==> src/rtl/cla_operand_sequencer_pkg.sv <==
// Shared types and constants for the CLA operand sequencer and checker.
package cla_seq_pkg;

  localparam int unsigned OPW  = 4;
  localparam int unsigned RESW = 5;
  localparam logic [7:0]  ERR_MAX = 8'hFF;

  typedef enum logic [1:0] {
    IDLE,
    SETTLE,
    CHECK,
    STEP
  } state_e;

  function automatic logic [RESW-1:0] golden_sum(input logic [OPW-1:0] a,
                                                 input logic [OPW-1:0] b,
                                                 input logic           cin);
    return {1'b0, a} + {1'b0, b} + {{(RESW-1){1'b0}}, cin};
  endfunction

endpackage

==> src/rtl/cla_operand_sequencer_debounce.sv <==
// Button conditioner: 2-flop synchroniser, stability counter, rising-edge press pulse.
module btn_debounce #(
  parameter int unsigned DEBOUNCE_CYCLES = 500000,
  parameter int unsigned CNT_W           = 20
) (
  input  logic clk,
  input  logic rst_n,
  input  logic btn_i,
  output logic press_o
);

  logic [1:0]       sync_q;
  logic             stable_q, stable_d;
  logic [CNT_W-1:0] cnt_q, cnt_d;
  logic             press_q, press_d;

  always_comb begin
    stable_d = stable_q;
    cnt_d    = '0;
    press_d  = 1'b0;
    if (sync_q[1] != stable_q) begin
      if (cnt_q == CNT_W'(DEBOUNCE_CYCLES - 1)) begin
        stable_d = sync_q[1];
        press_d  = sync_q[1];
      end else begin
        cnt_d = cnt_q + CNT_W'(1);
      end
    end
  end

  always_ff @(posedge clk or negedge rst_n) begin
    if (!rst_n) begin
      sync_q   <= '0;
      stable_q <= 1'b0;
      cnt_q    <= '0;
      press_q  <= 1'b0;
    end else begin
      sync_q   <= {sync_q[0], btn_i};
      stable_q <= stable_d;
      cnt_q    <= cnt_d;
      press_q  <= press_d;
    end
  end

  assign press_o = press_q;

endmodule

==> src/rtl/cla_operand_sequencer.sv <==
// Drives operands into the CLA adder, checks its result against a golden sum,
// and optionally sweeps all 512 {cin,b,a} vectors.
module cla_operand_sequencer
  import cla_seq_pkg::*;
#(
  parameter int unsigned DEBOUNCE_CYCLES = 500000,
  parameter int unsigned CNT_W           = 20,
  parameter int unsigned SETTLE_CYCLES   = 2
) (
  input  logic            clk,
  input  logic            rst_n,
  input  logic [OPW-1:0]  sw_a,
  input  logic [OPW-1:0]  sw_b,
  input  logic            sw_cin,
  input  logic            btn_load,
  input  logic            btn_auto,
  input  logic [RESW-1:0] sum_in,
  output logic [OPW-1:0]  op_a,
  output logic [OPW-1:0]  op_b,
  output logic            op_cin,
  output logic            res_valid,
  output logic            mismatch,
  output logic [7:0]      err_count,
  output logic            auto_active
);

  localparam int unsigned SCW = (SETTLE_CYCLES > 1) ? $clog2(SETTLE_CYCLES) : 1;
  localparam int unsigned VW  = 2 * OPW + 1;

  logic            load_press, auto_press;
  logic [VW-1:0]   sw_s1_q, sw_s2_q;
  state_e          state_q, state_d;
  logic [SCW-1:0]  scnt_q, scnt_d;
  logic [VW-1:0]   ops_q, ops_d;
  logic            auto_q, auto_d;
  logic            res_valid_q, res_valid_d;
  logic            mismatch_q, mismatch_d;
  logic [7:0]      err_q, err_d;
  logic [RESW-1:0] golden;

  btn_debounce #(.DEBOUNCE_CYCLES(DEBOUNCE_CYCLES), .CNT_W(CNT_W)) u_db_load (
    .clk(clk), .rst_n(rst_n), .btn_i(btn_load), .press_o(load_press)
  );

  btn_debounce #(.DEBOUNCE_CYCLES(DEBOUNCE_CYCLES), .CNT_W(CNT_W)) u_db_auto (
    .clk(clk), .rst_n(rst_n), .btn_i(btn_auto), .press_o(auto_press)
  );

  assign golden = golden_sum(ops_q[OPW-1:0], ops_q[2*OPW-1:OPW], ops_q[VW-1]);

  always_comb begin
    state_d     = state_q;
    scnt_d      = scnt_q;
    ops_d       = ops_q;
    auto_d      = auto_q;
    res_valid_d = 1'b0;
    mismatch_d  = mismatch_q;
    err_d       = err_q;
    // An abort outranks every state action, including a pending check.
    if (auto_q && auto_press) begin
      auto_d  = 1'b0;
      state_d = IDLE;
      scnt_d  = '0;
    end else begin
      unique case (state_q)
        IDLE: begin
          if (load_press) begin
            ops_d   = sw_s2_q;
            state_d = SETTLE;
            scnt_d  = '0;
          end else if (auto_press) begin
            ops_d   = '0;
            auto_d  = 1'b1;
            state_d = SETTLE;
            scnt_d  = '0;
          end
        end
        SETTLE: begin
          if (scnt_q == SCW'(SETTLE_CYCLES - 1)) begin
            scnt_d  = '0;
            state_d = CHECK;
          end else begin
            scnt_d = scnt_q + SCW'(1);
          end
        end
        CHECK: begin
          res_valid_d = 1'b1;
          mismatch_d  = (sum_in != golden);
          if ((sum_in != golden) && (err_q != ERR_MAX)) err_d = err_q + 8'd1;
          state_d = auto_q ? STEP : IDLE;
        end
        STEP: begin
          ops_d = ops_q + VW'(1);
          if (ops_q == '1) begin
            auto_d  = 1'b0;
            state_d = IDLE;
          end else begin
            state_d = SETTLE;
            scnt_d  = '0;
          end
        end
        default: state_d = IDLE;
      endcase
    end
  end

  always_ff @(posedge clk or negedge rst_n) begin
    if (!rst_n) begin
      sw_s1_q     <= '0;
      sw_s2_q     <= '0;
      state_q     <= IDLE;
      scnt_q      <= '0;
      ops_q       <= '0;
      auto_q      <= 1'b0;
      res_valid_q <= 1'b0;
      mismatch_q  <= 1'b0;
      err_q       <= '0;
    end else begin
      sw_s1_q     <= {sw_cin, sw_b, sw_a};
      sw_s2_q     <= sw_s1_q;
      state_q     <= state_d;
      scnt_q      <= scnt_d;
      ops_q       <= ops_d;
      auto_q      <= auto_d;
      res_valid_q <= res_valid_d;
      mismatch_q  <= mismatch_d;
      err_q       <= err_d;
    end
  end

  assign op_a        = ops_q[OPW-1:0];
  assign op_b        = ops_q[2*OPW-1:OPW];
  assign op_cin      = ops_q[VW-1];
  assign res_valid   = res_valid_q;
  assign mismatch    = mismatch_q;
  assign err_count   = err_q;
  assign auto_active = auto_q;

endmodule
==> config.mk <==
export PLATFORM = sky130hd
export DESIGN_NAME = cla_operand_sequencer
export DESIGN_NICKNAME = d
export VERILOG_FILES = /design/src/rtl/cla_operand_sequencer_pkg.sv /design/src/rtl/cla_operand_sequencer_debounce.sv /design/src/rtl/cla_operand_sequencer.sv
export SDC_FILE = /design/constraint.sdc
export NUM_CORES = 1
export LEC_CHECK = 0
export ABC_AREA = 0
export CAP_MARGIN = 20
export CORE_AREA = 2 2 67 117
export CTS_CLUSTER_SIZE = 14
export DETAILED_ROUTE_END_ITERATION = 10
export DIE_AREA = 0 0 69 119
export PLACE_DENSITY = 0.82
export SETUP_SLACK_MARGIN = 0.3
export SYNTH_ARGS = -nofsm -noshare
export SYNTH_HDL_FRONTEND = slang
export SYNTH_SLANG_ARGS = --single-unit
==> constraint.sdc <==
create_clock -name clk -period 5.4 [get_ports clk]
set_input_delay 1.08 -clock clk [delete_from_list [all_inputs] [get_ports clk]]
set_output_delay 1.08 -clock clk [all_outputs]
set_load 0.05 [all_outputs]
Word-level counts from Yosys, hierarchy flattened
Index checks and enable logic that the tools add are counted.
{"block": "op_classes", "addsub": 7, "n_eq_ne": 17, "n_mux": 31, "n_bitwise": 1, "reduce_logical": 14}
{"op": "2-to-1 mux 20 bit", "count": 4}
{"op": "adder 20 x 1 -> 20 bit, second input constant", "count": 2}
{"op": "== test 20 x 19 -> 1 bit, second input constant", "count": 2}
{"op": "2-to-1 mux 9 bit", "count": 2}
{"op": "one-hot mux 9 bit (2 select lines)", "count": 1}
{"op": "2-to-1 mux 1 bit", "count": 16}
{"op": "inequality test 3 bit, second input constant", "count": 4}
{"op": "2-to-1 mux 2 bit", "count": 5}
{"op": "adder 9 x 1 -> 9 bit, second input constant", "count": 1}
{"op": "== test 9 bit, second input constant", "count": 1}
{"op": "AND reduction 3 bit", "count": 3}
{"op": "adder 8 x 1 -> 8 bit, second input constant", "count": 1}
{"op": "inequality test 8 bit, second input constant", "count": 1}
{"op": "one-hot mux 2 bit (4 select lines)", "count": 1}
{"op": "AND reduction 2 bit", "count": 4}
{"op": "adder 4 x 4 -> 5 bit", "count": 1}
{"op": "adder 5 x 1 -> 5 bit", "count": 1}
{"op": "inequality test 5 bit", "count": 1}
{"op": "== test 2 bit, second input constant", "count": 2}
{"op": "inequality test 4 x 2 -> 1 bit, second input constant", "count": 1}
{"op": "AND reduction 4 bit", "count": 1}
{"op": "nonzero test 4 bit", "count": 1}
{"op": "inequality test 3 x 1 -> 1 bit, second input constant", "count": 1}
{"op": "inequality test 3 x 2 -> 1 bit, second input constant", "count": 1}
{"op": "10 further kinds", "count": 12}
{"block": "totals", "ff_bits": 89, "output_inout_bits": 20, "wordCells": 87}

Depth between registers and ports, before layout
Gate-level depths: netlist (run 1).
{"block": "depth", "depth_word": 5, "depth_mapped": 9, "mapped_depth_nobuf": 9}

Modules after synthesis
From an unflattened synthesis (run 1), not the netlist that was laid out.
{"block": "hier_totals", "cells_unflattened": 409, "hier_area_um2": 4367.9}
{"mod": "btn_debounce", "n_inst": 2, "cells_per_inst": 113, "area_each_um2": 1191.1, "seq_area_each_um2": 600.6}
{"mod": "cla_operand_sequencer", "n_inst": 1, "cells_per_inst": 183, "area_each_um2": 1985.7, "seq_area_each_um2": 1026.0}

Least setup slack after synthesis (run 1)
OpenSTA, ideal clock, no wires.
{"block": "synth_timing", "path_kind": "register -> register", "from": "register ops_q[0]", "to": "register err_q[1] (netlist: err_count[1])", "setup_ns": 0.128, "arrival_time_ns": 2.732, "required_time_ns": 5.272, "setup_slack_ns": 2.540, "path_stages_with_launch": 10, "n_path_buf": 0, "cell_sequence": "dfrtp_1 inv_1 fa_1 inv_1 fa_1 xor2_1 nor2_1 nand4b_2 o21ai_2 mux2_1"}
{"block": "synth_via", "elab_chain_len": 5}
{"item": "start: declaration", "line_no": "cla_operand_sequencer.sv:34", "source": "logic [VW-1:0] ops_q, ops_d;"}
{"item": "start signal: assignment", "line_no": "cla_operand_sequencer.sv:123", "source": "ops_q <= ops_d;"}
{"item": "adder 4 x 4 -> 5 bit", "line_no": "cla_operand_sequencer_pkg.sv:18", "source": "return {1'b0, a} + {1'b0, b} + {{(RESW-1){1'b0}}, cin};"}
{"item": "adder 5 x 1 -> 5 bit", "line_no": "cla_operand_sequencer_pkg.sv:18"}
{"item": "inequality test 5 bit", "line_no": "cla_operand_sequencer.sv:89", "source": "if ((sum_in != golden) && (err_q != ERR_MAX)) err_d = err_q + 8'd1;"}
{"item": "logical AND 1 bit", "line_no": "cla_operand_sequencer.sv:89"}
{"item": "AND reduction 3 bit (no line)"}
{"item": "end signal: assignment", "line_no": "cla_operand_sequencer.sv:127", "source": "err_q <= err_d;"}
{"item": "end: declaration", "line_no": "cla_operand_sequencer.sv:38", "source": "logic [7:0] err_q, err_d;"}
No other way between the ends.
A chain may end at the register's enable or synchronous reset.

Worst setup path in the final report (run 1)
{"block": "layout_timing", "from": "register ops_q[5]", "to": "output port op_b[1]"}
{"item": "end: declaration", "line_no": "cla_operand_sequencer.sv:19", "source": "output logic [OPW-1:0] op_b,"}
No word-level cell between the ends.

==> results of run 1 <==
-- stage by stage --
step	worst slack, ns	instance area, sq um
after floorplan	2.540	4247
after global placement	2.589	4662
after detailed placement	2.534	4662
after CTS	2.574	4969
after global routing	2.531	4969
final	2.586	4969
-- how the worst max path moves through the flow --
| stage | slack, ns | from | endpoint | depth (start not counted) |
|---|---|---|---|---|
| final | 2.59 | ops_q[5] | op_b[1] | 1 |
| after global routing | 2.53 | auto_active | auto_active | 1 |
| after CTS | 2.57 | auto_active | auto_active | 1 |
| after detailed placement | 2.53 | sum_in[3] | err_count[1] | 6 |
| after global placement | 2.59 | sum_in[2] | err_count[1] | 6 |
| after floorplan | 2.54 | ops_q[0] | err_count[1] | 9 |
-- cell type report --
type                            instances  area, sq um
Fill cell                             567         2389
Sequential cell                        89         2227
Multi-Input combinational cell        283         1889
Timing Repair Buffer                   38        375.4
Clock buffer                            9        225.2
Tap cell                               88        110.1
Clock inverter                          7        81.33
Inverter                               16        60.06
-- layout by cell type (no fill, tap or decap), types with 4 or more instances in the layout --
cell             synthesis  layout
dfrtp_1                 89      89
nor2_1                  53      53
clkdlybuf4s50_1          0      36
xnor2_1                 28      28
nand2_1                 26      26
xor2_1                  20      20
a21oi_1                 19      19
inv_1                   16      16
nand4_1                 14      14
nand3_1                 14      14
o21ai_0                 12      12
ha_1                    12      12
and3_1                   9       9
clkbuf_16                0       9
nor2_2                   6       6
o211ai_1                 6       6
nor3_2                   5       5
or3_1                    4       4
inv_6                    0       4
-- registers in the layout, summed over array words and instances, names as in the netlist, 2 cells and up --
name	count
state_q	2
u_db_load.cnt_q	20
sw_s1_q	9
u_db_auto.sync_q	2
sw_s2_q	9
u_db_auto.cnt_q	20
err_count	8
u_db_load.sync_q	2
ops_q	9
-- Yosys cell counts, drive strengths merged, types with 2 or more instances --
library cell	number
nor2	59
dfrtp	89
or2	4
xnor2	29
nand3b	2
clkbuf	4
a21oi	20
and4	3
or3	4
a21o	3
o211ai	6
xor2	20
nand3	14
inv	16
o31ai	2
a22oi	3
ha	12
nor3	8
nand2b	3
nor4	2
and3	9
a31oi	2
o21ai	13
buf	7
mux2	3
nand4	16
a22o	2
fa	2
nand2	26
-- routing by layer --
layer	up-vias	global-route usage, %	wire length (um)
met4	0	9.804	112
met5	-	0	0
met2	56	36.72	4398
met3	8	3.807	220
met1	1468	24.11	3172
li1	1458	-	-
-- power groups by stage --
stage                     Combinational (uW)  Clock (uW)  Sequential (uW)
final                                   42.2         632              685
after CTS                               43.7         647              685
after floorplan                         16.5           0              696
after global placement                  42.6           0              697
after detailed placement                43.4           0              698
after global routing                    48.4         674              686
-- cell families (layout without fill, tap and decap cells) --
| logic type | Yosys count | count (layout) |
|---|---|---|
| simple gates | 158 | 158 |
| mux | 3 | 3 |
| compound gates | 59 | 59 |
| buf+inv | 27 | 70 |
| xor+xnor | 49 | 49 |
| flops | 89 | 89 |
| fa+ha+maj | 14 | 14 |
==> results.md, run 1 <==
- Fmax achieved: 355.3 MHz
- Crit-path max cell delay: 0.88 ns
- Antenna viol nets, final: 0
- Largest family of logic cells by synthesized area: simple AND/OR/NAND/NOR gates
- Routability Congestion: just over 0.8
- IO Port Bufs: 37
- Via count: 2990
- Post-CTS setup buffer count: 0
- Syn avg cell area: 10.64 sq um
- Synth Area in Compound Gates: a little under a tenth
- Starting Density: between 50% and 60%
- Setup crit end kind: primary output
- Num CTS Buffers: 9
- Clock tree from TritonCTS: done
- VDD IR-drop max: between 0.2 and 0.25 mV
- Setup violations, final: 0
- Fin cells: 530
- Drt via density: between 5 and 6
- Crit path arrival time: 1.73 ns
- Final hold vios: 0
- Top delay family on crit path: buffers and inverters
- Total Wirelength: between 7000 and 8000 um
- Clock transition at the registers of the reported paths: 0.07 ns
- Max-slew headroom: 32.92%
- Worst-margin pin slew: 1.004 ns
- Worst min path class: reg -> reg
- First-pass GRT wire length: 13970 um
- Core Footprint: 0.007357 sq mm
- I/O Pins: 38
- Fin crit share: 52.11%
- Register area share after synthesis: 52.45%
- Final core utilization: 67.53%
- CP Launch Type: flip-flop
- Reg-to-reg startpoint: ops_q[0]
- Final net count: 469
- # hold bufs at CTS: 0
- HP Start: sw_s1_q[5]
- Cell taking the most area after synthesis: dfrtp_1
- CTS resizes: 0
- Insertion delay to the later sink of the worst-skew pair: about 0.33 ns
- Cell Chain, Critical Path: clkdlybuf4s50_1
- Yosys warns: 0
- Power share of the sequential group: 50.4%
- Total GRT Usage: 20.81%
- Simple-gate share of the synthesized area: 19.92%
- WL per Instance: 14.91 um
- Cell Int Power: around 1100 uW
- Antenna diode count: 0
- Final Max Tran Viols: 0
- Critical Setup Path Class: reg -> out
- Initial antenna violation count: 0
- DRC viols: 0
- Post-synthesis xor/xnor area fraction: 10.28%
- DRT Pass-1 Iters: 4
- Pwr Density: 273.6 mW/mm^2
- Clk sinks: 89
- Clock Power Share: 46.5%
- Main synth FF type: dfrtp_1
- Hold_ws: 0.3488 ns
- Die Ht: 119 um
- Mux contribution to synthesized area: 0.7955%
- FF+latch count, synth: 89
- RSZ-0062 raised after global routing: false
- Combinational Power Share: ~3.1%
- Max-Cap Viols: 0
- Crit path buf inv count: 1
- R2R cell count: 9
- Clock root buffer: clkbuf_16
- Yosys top cell area share: 52.45%
- Die area: around 0.0082 sq mm
- Die Span X: roughly 70 um
- Post-placement cell count: 514
- Switch Pwr: 298.1 uW
- Clk_skew: ~0.008 ns
- Final Critical Period: 2.814 ns
- Worst path required time: 4.32 ns
- Largest net degree at the start of global routing: 61
- Total gr overflow: 0
- Leakage power: 0.002156 uW
- Vias in the first global route: 3090
- Hold EP: sw_s2_q[5]
- Syn Nets: 431
- 1st-iter DRT viols: 230
- Synth Instances: around 400
- Power consumption: between 1000 and 1500 uW
- Final setup TNS: 0 ns
- Max Fanout on Critical Path: 7
- Largest cells by area after synthesis: dfrtp_1, xnor2_1, nor2_1
- Htree depth: 3
- Max clock buf depth: 2
- HPWL Detailed: 5501 um
- Adder-Cell Fraction of Synth Area: 4.478%
- Slowest-stage cell, CP: clkdlybuf4s50_1
- FF-to-FF setup slack: around 2.7 ns
- Fraction of layout cells with a size suffix above 1: a little under a tenth
- Hold Crit Depth: 0
- Asr flop ratio synth: 100.0%
- Post-synth EDFFs: 0
- Outcome: finished, final reports clean
- Area Overhead vs Synth: 17.00%
- Reg-to-reg endpoint: err_count[1]
- FP Rows: 42
- Net Sw Frac: a little over a fifth
- Mapped cell area: 0.004247 sq mm
- Post-synth cell types: 57
Note: power is estimated with default switching activity, not from simulation.
==> run 2, diff against run 1 <==
--- a/config.mk
+++ b/config.mk
@@ -7,11 +7,11 @@
 export LEC_CHECK = 0
 export ABC_AREA = 0
 export CAP_MARGIN = 20
-export CORE_AREA = 2 2 67 117
+export CORE_AREA = 2 2 72 125
 export CTS_CLUSTER_SIZE = 14
 export DETAILED_ROUTE_END_ITERATION = 10
-export DIE_AREA = 0 0 69 119
-export PLACE_DENSITY = 0.82
+export DIE_AREA = 0 0 74 127
+export PLACE_DENSITY = 0.75
 export SETUP_SLACK_MARGIN = 0.3
 export SYNTH_ARGS = -nofsm -noshare
 export SYNTH_HDL_FRONTEND = slang
==> constraint.sdc (replaced) <==
create_clock -name clk -period 2.5 [get_ports clk]
set_input_delay 0.5 -clock clk [delete_from_list [all_inputs] [get_ports clk]]
set_output_delay 0.5 -clock clk [all_outputs]
set_load 0.05 [all_outputs]
==> run 2 against run 1 <==
Against the previous run:
- cell count grew 7.2%
- die area rose by 14%
- count of clock-buffer cells in the layout is the same
- register-to-register slack got worse by 2.6 ns
- cell area increased by 3.2%
- non-clock buffer count rose by 11
- critical endpoint is now err_count[5]
- largest cell class unchanged
- highest routed layer unchanged
==> results.md, run 2 (synthesized netlist as in run 1, its figures left out) <==
- Outcome: finished, final reports clean
- Clock transition at the registers of the reported paths: 0.07 ns
- Die Ht: around 130 um
- Setup violations, final: 0
- Pwr Density: 562.8 mW/mm^2
- Total GRT Usage: 19.53%
- First-pass GRT wire length: around 14000 um
- Insertion delay to the later sink of the worst-skew pair: roughly 0.35 ns
- Critical Setup Path Class: reg -> reg
- Clock tree from TritonCTS: done
- Final setup TNS: 0 ns
- VDD IR-drop max: 0.4884 mV
- Crit path arrival time: between 2 and 3 ns
- WL per Instance: 14.36 um
- Max-Cap Viols: 0
- DRC viols: 0
- Area Overhead vs Synth: 20.71%
- Max Fanout on Critical Path: 7
- HPWL Detailed: 5752 um
- Total gr overflow: 0
- Worst path required time: 2.73 ns
- Final net count: 480
- Core Footprint: 0.008313 sq mm
- Post-placement cell count: 548
- Hold_ws: approximately 0.13 ns
- Setup crit end kind: flip-flop
- Fmax achieved: 422.9 MHz
- Final core utilization: roughly three fifths
- Total Wirelength: 8154 um
- Num CTS Buffers: 9
- Fraction of layout cells with a size suffix above 1: between 10% and 20%
- Clock root buffer: clkbuf_16
- Worst min path class: in -> async
- RSZ-0062 raised after global routing: true
- DRT Pass-1 Iters: 4
- Top flop regs: u_db_auto.cnt_q (20), u_db_load.cnt_q (20)
- Final hold vios: 0
- Initial antenna violation count: 0
- Leakage power: 0.002292 uW
- Die Span X: 74 um
- Routability Congestion: 0.8840
- Largest net degree at the start of global routing: 43
- Fin crit share: between 90% and 100%
- Antenna viol nets, final: 0
- Final setup margin: 0.1354 ns
- Max-slew headroom: 55.91%
- Fin cells: about 570
- Htree depth: 3
- Final Critical Period: about 2.4 ns
- Most frequent cells in the layout: dfrtp_1, nor2_1, clkdlybuf4s50_1, xnor2_1, nand2_1
- Die area: between 0.009 and 0.01 sq mm
- IO Port Bufs: 37
- Antenna diode count: 0
- Via count: 3093
- Drt via density: 5.445
- Vias in the first global route: 3095
- Post-Place Setup Slack: 0.04952 ns
- I/O Pins: 38
- 1st-iter DRT viols: 212
- Final Max Tran Viols: 0
- Max clock buf depth: 2
- CP Launch Type: flip-flop
- Worst-margin pin slew: between 0.6 and 0.7 ns
- Clk sinks: 89
- Commonest non-fill, non-tap cell in the layout: dfrtp_1
- FP Rows: 44
- Clk_skew: 0.007993 ns
- Starting Density: 51.08%
run 2: final cells by class:
class                      instances  area, sq um
clock buffer                       9        225.2
clock inverter                     7        66.31
fill                             692         3187
inverter                          16        60.06
multi-input combinational        283         1936
sequential                        89         2231
tap                              115        143.9
timing repair buffer              49        464.2
run 2: worst paths after layout:
check,start,endpoint,slack [ns],depth (start not counted)
max,ops_q[8],err_count[5],0.14,10
max in group asynchronous,rst_n,u_db_load.cnt_q[18],1.75,2
min,rst_n,scnt_q,0.13,1
min reg2reg,u_db_auto.sync_q[0],u_db_auto.sync_q[1],0.35,0
max reg2reg,ops_q[8],err_count[5],0.14,10
min in group clk,u_db_auto.sync_q[0],u_db_auto.sync_q[1],0.35,0
run 2: critical path, cell delays in order, from the launching register on:
cell      delay [ns]
dfrtp_2         0.37
inv_2           0.04
fa_2            0.39
inv_2           0.07
fa_2            0.42
xor2_1          0.16
nor2_2          0.14
nand4b_4        0.14
buf_6           0.16
o211ai_1        0.23
xnor2_1         0.11
run 2: what timing repair did:
item / 4_1_cts / 5_1_grt
endpoints found under the setup margin: 13 / 21
setup buffers: 3 / 1
hold buffers: 0 / 0
resized for setup: 8 / 7
pin swaps: 9 / 6
cloned: 0 / 0
run 2: layer usage:
metal	GRT usage, %	up-vias	wire [um]
li1	-	1478	-
met2	32.88	80	4394
met4	8.770	0	248
met1	22.83	1515	3224
met3	5.126	20	286
met5	0	-	0
run 2: stage by stage:
step	power, uW	area, sq um
5_1_grt	3003	5126
4_1_cts	2929	5085
6_report	2885	5126
3_3_place_gp	1607	4763
3_5_place_dp	1611	4763
2_1_floorplan	1540	4262
run 2: report_power, final:
group,switching (uW),total [uW],internal [uW]
clock network,601,1300,701
registers,15.5,1480,1470
logic,58.6,102,43.7
==> run 3, diff against run 2 <==
--- a/config.mk
+++ b/config.mk
@@ -13,6 +13,7 @@
 export DIE_AREA = 0 0 74 127
 export PLACE_DENSITY = 0.75
 export SETUP_SLACK_MARGIN = 0.3
+export SLEW_MARGIN = 20
 export SYNTH_ARGS = -nofsm -noshare
 export SYNTH_HDL_FRONTEND = slang
 export SYNTH_SLANG_ARGS = --single-unit
==> results of run 3 <==
No change in the layout: final DEF, timing and power equal those of run 2.
